===== src/rtl/four_to_two_enc.sv =====
// four_to_two_enc: captures up to four request lines into a pending set and
// grants them one at a time as a 2-bit index with a valid/ready handshake.
// Optional feature macro: ROUND_ROBIN_EN
//   defined   -> round-robin selection starting after the last granted index
//   undefined -> fixed priority, lowest pending bit wins
module four_to_two_enc (
    input  logic       clk,
    input  logic       rst,
    input  logic       en,
    input  logic [3:0] in,
    input  logic       ready,
    output logic [1:0] y,
    output logic       valid,
    output logic [3:0] pending,
    output logic       drop
);

    typedef enum logic {
        IDLE = 1'b0,
        HOLD = 1'b1
    } state_t;

    state_t     state_q, state_d;
    logic [1:0] y_q, y_d;
    logic       valid_q, valid_d;
    logic [3:0] pending_q, pending_d;
    logic       drop_q, drop_d;

    logic       grant_fire;
    logic [1:0] sel_idx;
    logic [3:0] grant_mask;
    logic [3:0] in_cap;

`ifdef ROUND_ROBIN_EN
    logic [1:0] ptr_q, ptr_d;

    // Search upward from the slot after the last grant, wrapping at 4
    always_comb begin
        logic       found;
        logic [1:0] idx;
        sel_idx = 2'd0;
        found   = 1'b0;
        idx     = 2'd0;
        for (int i = 0; i < 4; i++) begin
            idx = ptr_q + 2'(i + 1);
            if (!found && pending_q[idx]) begin
                sel_idx = idx;
                found   = 1'b1;
            end
        end
    end

    // Pointer follows every grant so the next search starts just past it
    always_comb begin
        ptr_d = ptr_q;
        if (grant_fire) begin
            ptr_d = sel_idx;
        end
    end

    // Pointer register; resets to 3 so the first search starts at index 0
    always_ff @(posedge clk) begin
        if (rst) begin
            ptr_q <= 2'd3;
        end else begin
            ptr_q <= ptr_d;
        end
    end
`else
    // Fixed priority: lowest set pending bit wins
    always_comb begin
        sel_idx = 2'd0;
        casez (pending_q)
            4'b???1: sel_idx = 2'd0;
            4'b??10: sel_idx = 2'd1;
            4'b?100: sel_idx = 2'd2;
            4'b1000: sel_idx = 2'd3;
            default: sel_idx = 2'd0;
        endcase
    end
`endif

    // A grant is issued when the output slot is free (IDLE) or being consumed
    assign grant_fire = (|pending_q) && ((state_q == IDLE) || ready);

    // One-hot mask of the bit leaving pending on this edge
    generate
        for (genvar gi = 0; gi < 4; gi++) begin : g_mask
            assign grant_mask[gi] = grant_fire && (sel_idx == 2'(gi));
        end
    endgenerate

    assign in_cap = en ? in : 4'b0000;

    // Next pending set, drop detection and handshake state
    always_comb begin
        state_d   = state_q;
        y_d       = y_q;
        valid_d   = valid_q;
        pending_d = (pending_q & ~grant_mask) | in_cap;
        // A request re-arriving on a bit granted this edge counts as new
        drop_d    = |(in_cap & pending_q & ~grant_mask);
        if (grant_fire) begin
            state_d = HOLD;
            y_d     = sel_idx;
            valid_d = 1'b1;
        end else if ((state_q == HOLD) && ready) begin
            state_d = IDLE;
            y_d     = 2'd0;
            valid_d = 1'b0;
        end
    end

    // State and output registers; reset discards held and pending requests
    always_ff @(posedge clk) begin
        if (rst) begin
            state_q   <= IDLE;
            y_q       <= 2'd0;
            valid_q   <= 1'b0;
            pending_q <= 4'b0000;
            drop_q    <= 1'b0;
        end else begin
            state_q   <= state_d;
            y_q       <= y_d;
            valid_q   <= valid_d;
            pending_q <= pending_d;
            drop_q    <= drop_d;
        end
    end

    assign y       = y_q;
    assign valid   = valid_q;
    assign pending = pending_q;
    assign drop    = drop_q;

endmodule


===== config.mk =====
export PLATFORM = sky130hd
export DESIGN_NAME = four_to_two_enc
export DESIGN_NICKNAME = d
export VERILOG_FILES = /design/src/rtl/four_to_two_enc.sv
export SDC_FILE = /design/constraint.sdc
export NUM_CORES = 1
export LEC_CHECK = 0
export CORE_AREA = 4 4 41 43
export DETAILED_ROUTE_END_ITERATION = 10
export DIE_AREA = 0 0 45 47
export PLACE_DENSITY_LB_ADDON = 0.12
export SLEW_MARGIN = 20
export SYNTH_ARGS = -nofsm -noshare
export SYNTH_HDL_FRONTEND = slang
export SYNTH_SLANG_ARGS = --single-unit

===== constraint.sdc =====
create_clock -name clk -period 3.3 [get_ports clk]
set_clock_uncertainty 0.15 [all_clocks]
set_input_delay 0.33 -clock clk [delete_from_list [all_inputs] [get_ports clk]]
set_output_delay 0.33 -clock clk [all_outputs]
set_load 0.05 [all_outputs]

==> impl_metrics.sql, run 1 <==
INSERT INTO impl_metrics (metric_group, metric, value, unit) VALUES
('finish', 'layout-area-overhead-vs-synth', '47.8', '%'),
('critical_path', 'critPathMaxStageDelay', '0.85', 'ns'),
('yosys', 'syn-instance-count', '42', ''),
('critical_path', 'crit_path_max_fanout', '8', ''),
('cts', 'htree_levels', '1', ''),
('place', 'globalplace.congestion', '0.664', ''),
('detailed_routing', 'detailedRoute.firstIterationViolations', '8', ''),
('critical_path', 'timing_worst_setup_path_type', 'reg -> out', ''),
('die', 'initial_utilization', '28.4', '%'),
('pwr', 'irDropWorstVdd', '0.213', 'mV'),
('die', 'dieArea', '2120', 'um2'),
('timing', 'tightestPinTransition', '0.499', 'ns'),
('timing', 'rsz_0062_raised_after_global_routing', 'no', ''),
('critical_path', 'worstPathCellList', 'clkdlybuf4s50_1', ''),
('grt', 'grt_first_pass_wirelength', '1410', 'um'),
('outcome', 'status', 'finished clean', ''),
('min_path', 'timing.hold.worst.class', 'reg -> reg', ''),
('die', 'std_cell_rows', '13', ''),
('place', 'dp_hpwl', '632', 'um'),
('critical_path', 'cp.buffers_inverters', '1', ''),
('yosys', 'ys_seq_elements', '8', ''),
('cts', 'clk_pin_slew_worst_paths', '0.06', 'ns'),
('finish', 'number_of_standard_cells_in_the_layout_taps_in_and_fillers_out', '73', ''),
('detailed_routing', 'detail_route.wl_per_cell', '11.8', 'um'),
('detailed_routing', 'drc', '0', ''),
('grt', 'grt_max_degree', '13', ''),
('grt', 'grt_use_met1', '12.1', '%'),
('critical_path', 'worst_setup_path_end_kind', 'output port', ''),
('yosys', 'post_synth_main_area_contributors', 'sky130_fd_sc_hd__dfxtp_1, sky130_fd_sc_hd__a21oi_1, sky130_fd_sc_hd__o21ai_0, sky130_fd_sc_hd__nor2b_4, sky130_fd_sc_hd__buf_6', ''),
('yosys', 'post-synth-top-area-fraction', '43.4', '%'),
('critical_path', 'critical_path_depth', '1', ''),
('cts', 'ctsHoldBuffers', '0', ''),
('pwr', 'total_power', '252', 'uW'),
('grt', 'grtUsageMet2', '12.7', '%'),
('timing', 'max-slew-margin-rel', '66.6', '%'),
('detailed_routing', 'drt-total-wl', '865', 'um'),
('critical_path', 'worst_setup_path_start_kind', 'register', ''),
('finish', 'layout-drive-gt1-share', '10.3', '%'),
('yosys', 'synth_fp_nets', '50', ''),
('place', 'numPortBuffers', '15', ''),
('timing', 'report.final.hold_viol_count', '0', ''),
('critical_path', 'worst-r2r-cell-count', '3', ''),
('yosys', 'synth.yosys.seq_area_share', '43.4', '%'),
('cts', 'clock_sinks', '8', ''),
('grt', 'grt_overflow_total', '0', ''),
('cts', 'cts_tree', 'done', ''),
('grt', 'grt-busiest-layer', 'met2', ''),
('critical_path', 'r2r_start', 'pending[1]$_SDFF_PP0_', ''),
('timing', 'finalSetupTns', '0', 'ns'),
('cts', 'cts_buffers', '3', ''),
('min_path', 'timing.hold.worst.start', 'y[0]$_SDFFE_PP0P_', ''),
('yosys', 'synth.avg_cell_area', '8.79', 'um2'),
('finish', 'antenna_cells', '0', ''),
('flow_run', 'drv.max_cap_violation_count', '0', ''),
('finish', 'final_cell_mix', 'sky130_fd_sc_hd__clkdlybuf4s50_1, sky130_fd_sc_hd__dfxtp_1, sky130_fd_sc_hd__a21oi_1', ''),
('detailed_routing', 'number_of_vias_per_cell', '4.96', ''),
('detailed_routing', 'drtAntennaViolNets', '0', ''),
('critical_path', 'critical-path-top-delay-family', 'buffers and inverters', ''),
('detailed_routing', 'detail_route.first_pass.iterations', '2', ''),
('cts', 'cts.repair_timing.setup_buffer_count', '0', ''),
('grt', 'number_of_global_route_vias_before_repair', '329', ''),
('timing', 'finalCritPeriodShare', '61.7', '%'),
('timing', 'final_max_slew_viol_count', '0', ''),
('timing', 'layout_setup_ws', '1.26', 'ns'),
('finish', 'fin_nets', '68', ''),
('die', 'die_width', '45', 'um'),
('grt', 'grt_util_met3', '5.75', '%'),
('pwr', 'power_density', '462', 'nW/um2'),
('die', 'die_h', '47', 'um'),
('cts', 'clock_tree.buffer_depth', '2', ''),
('cts', 'cts_root_buffer', 'sky130_fd_sc_hd__clkbuf_4', '');
cell type report:
| cell class | count | area, um2 |
|---|---|---|
| Clock buffer | 3 | 22.5 |
| Fill cell | 149 | 756 |
| Inverter | 2 | 7.51 |
| Multi-Input combinational cell | 30 | 186 |
| Sequential cell | 8 | 160 |
| Tap cell | 15 | 18.8 |
| Timing Repair Buffer | 15 | 150 |
registers in the layout (all words and copies together), names as in the netlist:
name / flops
pending: 4
valid: 1
y: 2
drop: 1
cells in the mapped netlist:
master	instances
sky130_fd_sc_hd__buf_1	1
sky130_fd_sc_hd__or2_1	1
sky130_fd_sc_hd__o21ai_0	3
sky130_fd_sc_hd__nor2_1	3
sky130_fd_sc_hd__inv_1	2
sky130_fd_sc_hd__nand2b_1	1
sky130_fd_sc_hd__o31ai_1	1
sky130_fd_sc_hd__o211ai_1	1
sky130_fd_sc_hd__a22oi_1	1
sky130_fd_sc_hd__nor3_1	1
sky130_fd_sc_hd__dfxtp_1	8
sky130_fd_sc_hd__a22o_2	1
sky130_fd_sc_hd__or3_1	1
sky130_fd_sc_hd__or2_4	1
sky130_fd_sc_hd__o311ai_0	1
sky130_fd_sc_hd__a32oi_1	1
sky130_fd_sc_hd__buf_6	1
sky130_fd_sc_hd__a311oi_1	1
sky130_fd_sc_hd__nor2b_4	1
sky130_fd_sc_hd__a21oi_1	7
sky130_fd_sc_hd__nand2_1	3
sky130_fd_sc_hd__o32ai_1	1
through the flow:
stage | utilization (%) | cell area (um2)
final | 41.9 | 546
after global routing | 41.9 | 546
after CTS | 41.9 | 546
after detailed placement | 40.2 | 523
after global placement | 40.2 | 523
after floorplan | - | 369
metal layers:
layer	part of all wire, %	wire length, um
met5	0	0
met4	2.8	24
met2	42	366
met3	7.9	68
met1	47	405
power by group:
part	leakage, uW	internal [uW]	switching, uW	total (uW)
registers	0.0000658	103	6.02	109
clock network	0.0000138	41.8	35.9	77.7
logic	0.000115	27.6	37.7	65.4
worst register-to-register path: stages (launching register included):
cell and delay [ns]:
sky130_fd_sc_hd__dfxtp_1 0.36, sky130_fd_sc_hd__or2_4 0.29, sky130_fd_sc_hd__o311ai_0 0.28, sky130_fd_sc_hd__a311oi_1 0.14
final timing paths:
kind,endpoint,slack (ns)
worst max-delay path,pending[0],1.26
worst min-delay path,y[0]$_SDFFE_PP0P_,0.33
worst max register to register,drop$_SDFF_PP0_,1.94
worst min register to register,y[0]$_SDFFE_PP0P_,0.33
logic make-up (layout without fill, tap and decap cells):
| kind of cell | after synthesis | after routing | synth area share (%) |
|---|---|---|---|
| AOI/OAI and AO/OA | 18 | 18 | 31.9 |
| and+or+nand+nor | 12 | 12 | 18.6 |
| DFF | 8 | 8 | 43.4 |
| buffers and inverters | 4 | 20 | 6.10 |
No activity file was read; power rests on OpenSTA's default activity.
==> run 2, diff against run 1 <==
- clock period: 3.3 -> 1.7 ns (I/O delays scaled with it)
==> impl_metrics.sql, run 2 (synthesis gave the netlist of run 1 again) <==
INSERT INTO impl_metrics (metric_group, metric, value, unit) VALUES
('outcome', 'status', 'finished clean', ''),
('die', 'boundaryPins', '16', ''),
('critical_path', 'cp.buffers_inverters', '0', ''),
('die', 'core_region_area', '1300', 'um2'),
('critical_path', 'worstPathCellList', 'or2_4 > o311ai_0 > a311oi_1', ''),
('finish', 'register_area', '160', 'um2'),
('critical_path', 'worst_setup_path_end_kind', 'register', ''),
('timing', 'finalSetupTns', '0', 'ns'),
('finish', 'layout-area-overhead-vs-synth', '42.4', '%'),
('cts', 'clock_sinks', '8', ''),
('detailed_routing', 'detail_route.wl_per_cell', '12.2', 'um'),
('finish', 'postLayoutCoreUtil', '40.4', '%'),
('detailed_routing', 'detail_route.wirelength.met1', '385', 'um'),
('grt', 'grt_max_degree', '13', ''),
('detailed_routing', 'number_of_vias_per_cell', '5.08', ''),
('timing', 'tightestPinTransition', '0.345', 'ns'),
('detailed_routing', 'detail_route.first_pass.iterations', '4', ''),
('grt', 'grt_first_pass_wirelength', '1390', 'um'),
('grt', 'grt_usage', '9.41', '%'),
('critical_path', 'crit_path_max_fanout', '7', ''),
('critical_path', 'required', '1.67', 'ns'),
('detailed_routing', 'top_layer', 'met3', ''),
('detailed_routing', 'drc', '0', ''),
('timing', 'clock.fmax', '743', 'MHz'),
('cts', 'cts_tree', 'done', ''),
('critical_path', 'critPathMaxStageDelay', '0.36', 'ns'),
('pwr', 'power.leakage', '0.000208', 'uW'),
('min_path', 'timing.hold.worst.class', 'reg -> reg', ''),
('timing', 'final_max_slew_viol_count', '0', ''),
('grt', 'number_of_antenna_violations_at_the_first_check_in_global_routing', '0', ''),
('timing', 'max-slew-margin-rel', '76.9', '%'),
('cts', 'clock_latency', '0.25', 'ns'),
('die', 'die_width', '45', 'um'),
('place', 'dp_hpwl', '666', 'um'),
('critical_path', 'timing_worst_setup_path_type', 'reg -> reg', ''),
('detailed_routing', 'detailedRoute.firstIterationViolations', '8', ''),
('cts', 'cts.repair_timing.setup_buffer_count', '0', ''),
('timing', 'finalCritPeriodShare', '79.1', '%'),
('cts', 'cts_buffers', '3', ''),
('timing', 'period_needed', '1.35', 'ns'),
('pwr', 'total_power', '476', 'uW'),
('die', 'die_h', '47', 'um'),
('finish', 'final_cell_mix', 'sky130_fd_sc_hd__dfxtp_1, sky130_fd_sc_hd__buf_4, sky130_fd_sc_hd__a21oi_1, sky130_fd_sc_hd__clkdlybuf4s50_1', ''),
('pwr', 'power_density', '906', 'nW/um2'),
('finish', 'multi_input_combinational_cell_area', '186', 'um2'),
('detailed_routing', 'drt-total-wl', '892', 'um'),
('flow_run', 'drv.max_cap_violation_count', '0', ''),
('finish', 'final.fill_count', '147', ''),
('critical_path', 'r2r_slack', '0.35', 'ns'),
('critical_path', 'worst_path_max_delay_cell', 'sky130_fd_sc_hd__dfxtp_1', ''),
('timing', 'rsz_0062_raised_after_global_routing', 'no', ''),
('pwr', 'irDropWorstVdd', '0.383', 'mV'),
('timing', 'finalSetupViolations', '0', ''),
('die', 'dieArea', '2120', 'um2'),
('critical_path', 'critical-path-top-delay-family', 'compound AO/OA/AOI/OAI gates', ''),
('grt', 'number_of_global_route_vias_before_repair', '321', ''),
('detailed_routing', 'wl_met2', '418', 'um'),
('cts', 'ctsHoldBuffers', '0', ''),
('detailed_routing', 'dr_wl_met3', '88', 'um'),
('cts', 'clock_tree.buffer_depth', '2', ''),
('finish', 'antenna_cells', '0', ''),
('timing', 'report.final.hold_viol_count', '0', ''),
('die', 'initial_utilization', '28.4', '%'),
('finish', 'layout-drive-gt1-share', '24.1', '%'),
('critical_path', 'critPathArrivalTime', '1.31', 'ns'),
('grt', 'grt_overflow_total', '0', ''),
('detailed_routing', 'drtAntennaViolNets', '0', ''),
('place', 'numPortBuffers', '15', ''),
('cts', 'cts_root_buffer', 'sky130_fd_sc_hd__clkbuf_4', ''),
('cts', 'clk_pin_slew_worst_paths', '0.05', 'ns'),
('place', 'globalplace.congestion', '0.686', ''),
('finish', 'max_ffs_per_register', '4', ''),
('die', 'std_cell_rows', '13', ''),
('detailed_routing', 'dr_total_vias', '371', ''),
('critical_path', 'worst_setup_path_start_kind', 'register', ''),
('cts', 'htree_levels', '1', ''),
('cts', 'post_cts_resized', '0', ''),
('finish', 'fin_nets', '68', '');
run 2: final cells by class:
type	count	area share, %
inverters	2	1.43
well taps	15	3.57
flip-flops and latches	8	30.5
repair buffers	15	24.8
clock buffers	3	4.29
multi-input cells	30	35.5
run 2: worst paths after layout:
| check | startpoint | endpoint | cells past startpoint |
|---|---|---|---|
| setup / recovery | pending[1]$_SDFF_PP0_ | drop$_SDFF_PP0_ | 3 |
| hold / removal | y[1]$_SDFFE_PP0P_ | y[1]$_SDFFE_PP0P_ | 2 |
| setup reg to reg | pending[1]$_SDFF_PP0_ | drop$_SDFF_PP0_ | 3 |
| hold reg to reg | y[1]$_SDFFE_PP0P_ | y[1]$_SDFFE_PP0P_ | 2 |
run 2: report_power, final:
part	internal, uW	total [uW]	switching, uW
combinational	49.5	124	74.0
clock	80.5	141	60.4
sequential	200	212	11.7
total	330	476	146
run 2: per-layer routing:
layer  vias up  GRT usage (%)
met2        15           13.6
met4         0           3.51
met5         -              0
li1        188              -
met3         0           6.51
met1       168           11.0
run 2: per-stage QoR:
step | cells | setup slack (ns) | cell area (um2) | hold slack [ns]
2_1_floorplan | 42 | 0.112 | 369 | 0.132
3_3_place_gp | 70 | 0.220 | 503 | 0.318
3_5_place_dp | 70 | 0.201 | 503 | 0.325
4_1_cts | 73 | 0.348 | 526 | 0.335
5_1_grt | 73 | 0.201 | 526 | 0.363
6_report | 73 | 0.355 | 526 | 0.329
run 2: tightest hold or removal path: cells and delay by family (launching register included):
family | cells | cell delay (ns)
compound gates | 2 | 0.12
flops | 1 | 0.30
==> run 3, diff against run 2 <==
- clock period: 1.7 -> 1.4 ns (I/O delays scaled with it)
==> impl_metrics.sql, run 3 (synthesis gave the netlist of run 1 again) <==
INSERT INTO impl_metrics (metric_group, metric, value, unit) VALUES
('timing', 'finalCritPeriodShare', '91.6', '%'),
('cts', 'clock_tree.buffer_depth', '2', ''),
('pwr', 'total_power', '644', 'uW'),
('critical_path', 'crit_path_max_fanout', '6', ''),
('detailed_routing', 'drc', '0', ''),
('die', 'initial_utilization', '28.4', '%'),
('die', 'die_h', '47', 'um'),
('min_path', 'timing.hold.worst.class', 'in -> reg', ''),
('grt', 'number_of_global_route_vias_before_repair', '381', ''),
('timing', 'rsz_0062_raised_after_global_routing', 'no', ''),
('critical_path', 'worst_setup_path_start_kind', 'register', ''),
('finish', 'layout-area-overhead-vs-synth', '83.4', '%'),
('cts', 'cts_root_buffer', 'sky130_fd_sc_hd__clkbuf_4', ''),
('detailed_routing', 'number_of_vias_per_cell', '4.95', ''),
('pwr', 'power.leakage', '0.000268', 'uW'),
('grt', 'grt_max_degree', '11', ''),
('die', 'std_cell_rows', '13', ''),
('finish', 'fin_nets', '74', ''),
('finish', 'layout.cells.most_common', 'sky130_fd_sc_hd__buf_12', ''),
('detailed_routing', 'detail_route.wl_per_cell', '11.5', 'um'),
('detailed_routing', 'detailedRoute.firstIterationViolations', '6', ''),
('cts', 'post_cts_resized', '0', ''),
('die', 'boundaryPins', '16', ''),
('critical_path', 'worst_setup_path_end_kind', 'register', ''),
('detailed_routing', 'top_layer', 'met4', ''),
('cts', 'cts.repair_timing.setup_buffer_count', '0', ''),
('timing', 'period_needed', '1.28', 'ns'),
('timing', 'finalSetupViolations', '0', ''),
('grt', 'grt_first_pass_wirelength', '1560', 'um'),
('grt', 'grt_overflow_total', '0', ''),
('critical_path', 'required', '1.43', 'ns'),
('grt', 'grt_usage', '10.1', '%'),
('timing', 'max-slew-margin-rel', '83.1', '%'),
('timing', 'final_max_slew_viol_count', '0', ''),
('finish', 'max_ffs_per_register', '4', ''),
('detailed_routing', 'dr_total_vias', '391', ''),
('critical_path', 'critPathArrivalTime', '1.31', 'ns'),
('cts', 'cts_buffers', '3', ''),
('outcome', 'status', 'finished clean', ''),
('cts', 'clock_sinks', '8', ''),
('detailed_routing', 'drt-total-wl', '905', 'um'),
('critical_path', 'r2r_slack', '0.12', 'ns'),
('place', 'globalplace.congestion', '0.722', ''),
('flow_run', 'drv.max_cap_violation_count', '0', ''),
('detailed_routing', 'drtAntennaViolNets', '0', ''),
('place', 'dp_hpwl', '708', 'um'),
('pwr', 'irDropWorstVdd', '0.434', 'mV'),
('timing', 'report.final.hold_viol_count', '0', ''),
('cts', 'cts_tree', 'done', ''),
('detailed_routing', 'wl_met2', '411', 'um'),
('grt', 'number_of_antenna_violations_at_the_first_check_in_global_routing', '0', ''),
('die', 'die_width', '45', 'um'),
('finish', 'final_cell_mix', 'sky130_fd_sc_hd__buf_12, sky130_fd_sc_hd__a21oi_1, sky130_fd_sc_hd__clkdlybuf4s50_1', ''),
('timing', 'finalSetupTns', '0', 'ns'),
('finish', 'layout-drive-gt1-share', '39.1', '%'),
('pwr', 'power_density', '951', 'nW/um2'),
('cts', 'clk_pin_slew_worst_paths', '0.06', 'ns'),
('critical_path', 'timing_worst_setup_path_type', 'reg -> reg', ''),
('timing', 'clock.fmax', '779', 'MHz'),
('detailed_routing', 'dr_wl_met3', '51', 'um'),
('die', 'core_region_area', '1300', 'um2'),
('detailed_routing', 'detail_route.wirelength.met1', '438', 'um'),
('cts', 'htree_levels', '1', ''),
('cts', 'clock_latency', '0.25', 'ns'),
('detailed_routing', 'detail_route.first_pass.iterations', '4', ''),
('cts', 'ctsHoldBuffers', '0', ''),
('finish', 'antenna_cells', '0', ''),
('timing', 'tightestPinTransition', '0.249', 'ns'),
('die', 'dieArea', '2120', 'um2'),
('finish', 'final.fill_count', '131', ''),
('place', 'numPortBuffers', '15', ''),
('timing', 'holdWs', '0.338', 'ns');
[run 3: worst paths after layout]
kind                               from                    end  depth (start not counted)
setup / recovery  pending[1]$_SDFF_PP0_      y[1]$_SDFFE_PP0P_                          3
hold / removal                    in[2]  pending[2]$_SDFF_PP0_                          3
setup reg to reg  pending[1]$_SDFF_PP0_      y[1]$_SDFFE_PP0P_                          3
hold reg to reg   pending[3]$_SDFF_PP0_  pending[3]$_SDFF_PP0_                          2
[run 3: stage by stage]
step | setup WS (ns) | utilization, % | cell area (um2) | instances
3_3_place_gp | -0.0417 | 50.3 | 654 | 76
4_1_cts | 0.0506 | 52.0 | 677 | 79
5_1_grt | 0.0726 | 52.0 | 677 | 79
6_report | 0.117 | 52.0 | 677 | 79
2_1_floorplan | 0.0142 | - | 375 | 42
3_5_place_dp | -0.100 | 50.3 | 654 | 76
[run 3: final cells by class]
class                      count  area, um2  share of cell area [%]
sequential                     8        166                    24.6
multi-input combinational     30        186                    27.5
clock buffer                   3       22.5                    3.33
tap                           15       18.8                    2.77
inverter                       2       7.51                    1.11
timing repair buffer          21        275                    40.7
[run 3: layer usage]
metal | up-vias | GRT usage, %
met3 | 2 | 2.68
met2 | 11 | 15.3
met5 | - | 0
met1 | 177 | 13.1
met4 | 0 | 5.26
li1 | 201 | -
[run 3: where the power goes]
part | switching (uW) | total, uW | internal (uW)
registers | 19.5 | 264 | 245
clock network | 79.9 | 178 | 98.2
logic | 95.1 | 201 | 106
total | 195 | 644 | 449
[run 3: critical path, cell delays in order, from the launching register on]
cell and delay (ns):
sky130_fd_sc_hd__dfxtp_2 0.34, sky130_fd_sc_hd__or2_4 0.28, sky130_fd_sc_hd__or3_1 0.31, sky130_fd_sc_hd__a21oi_1 0.13
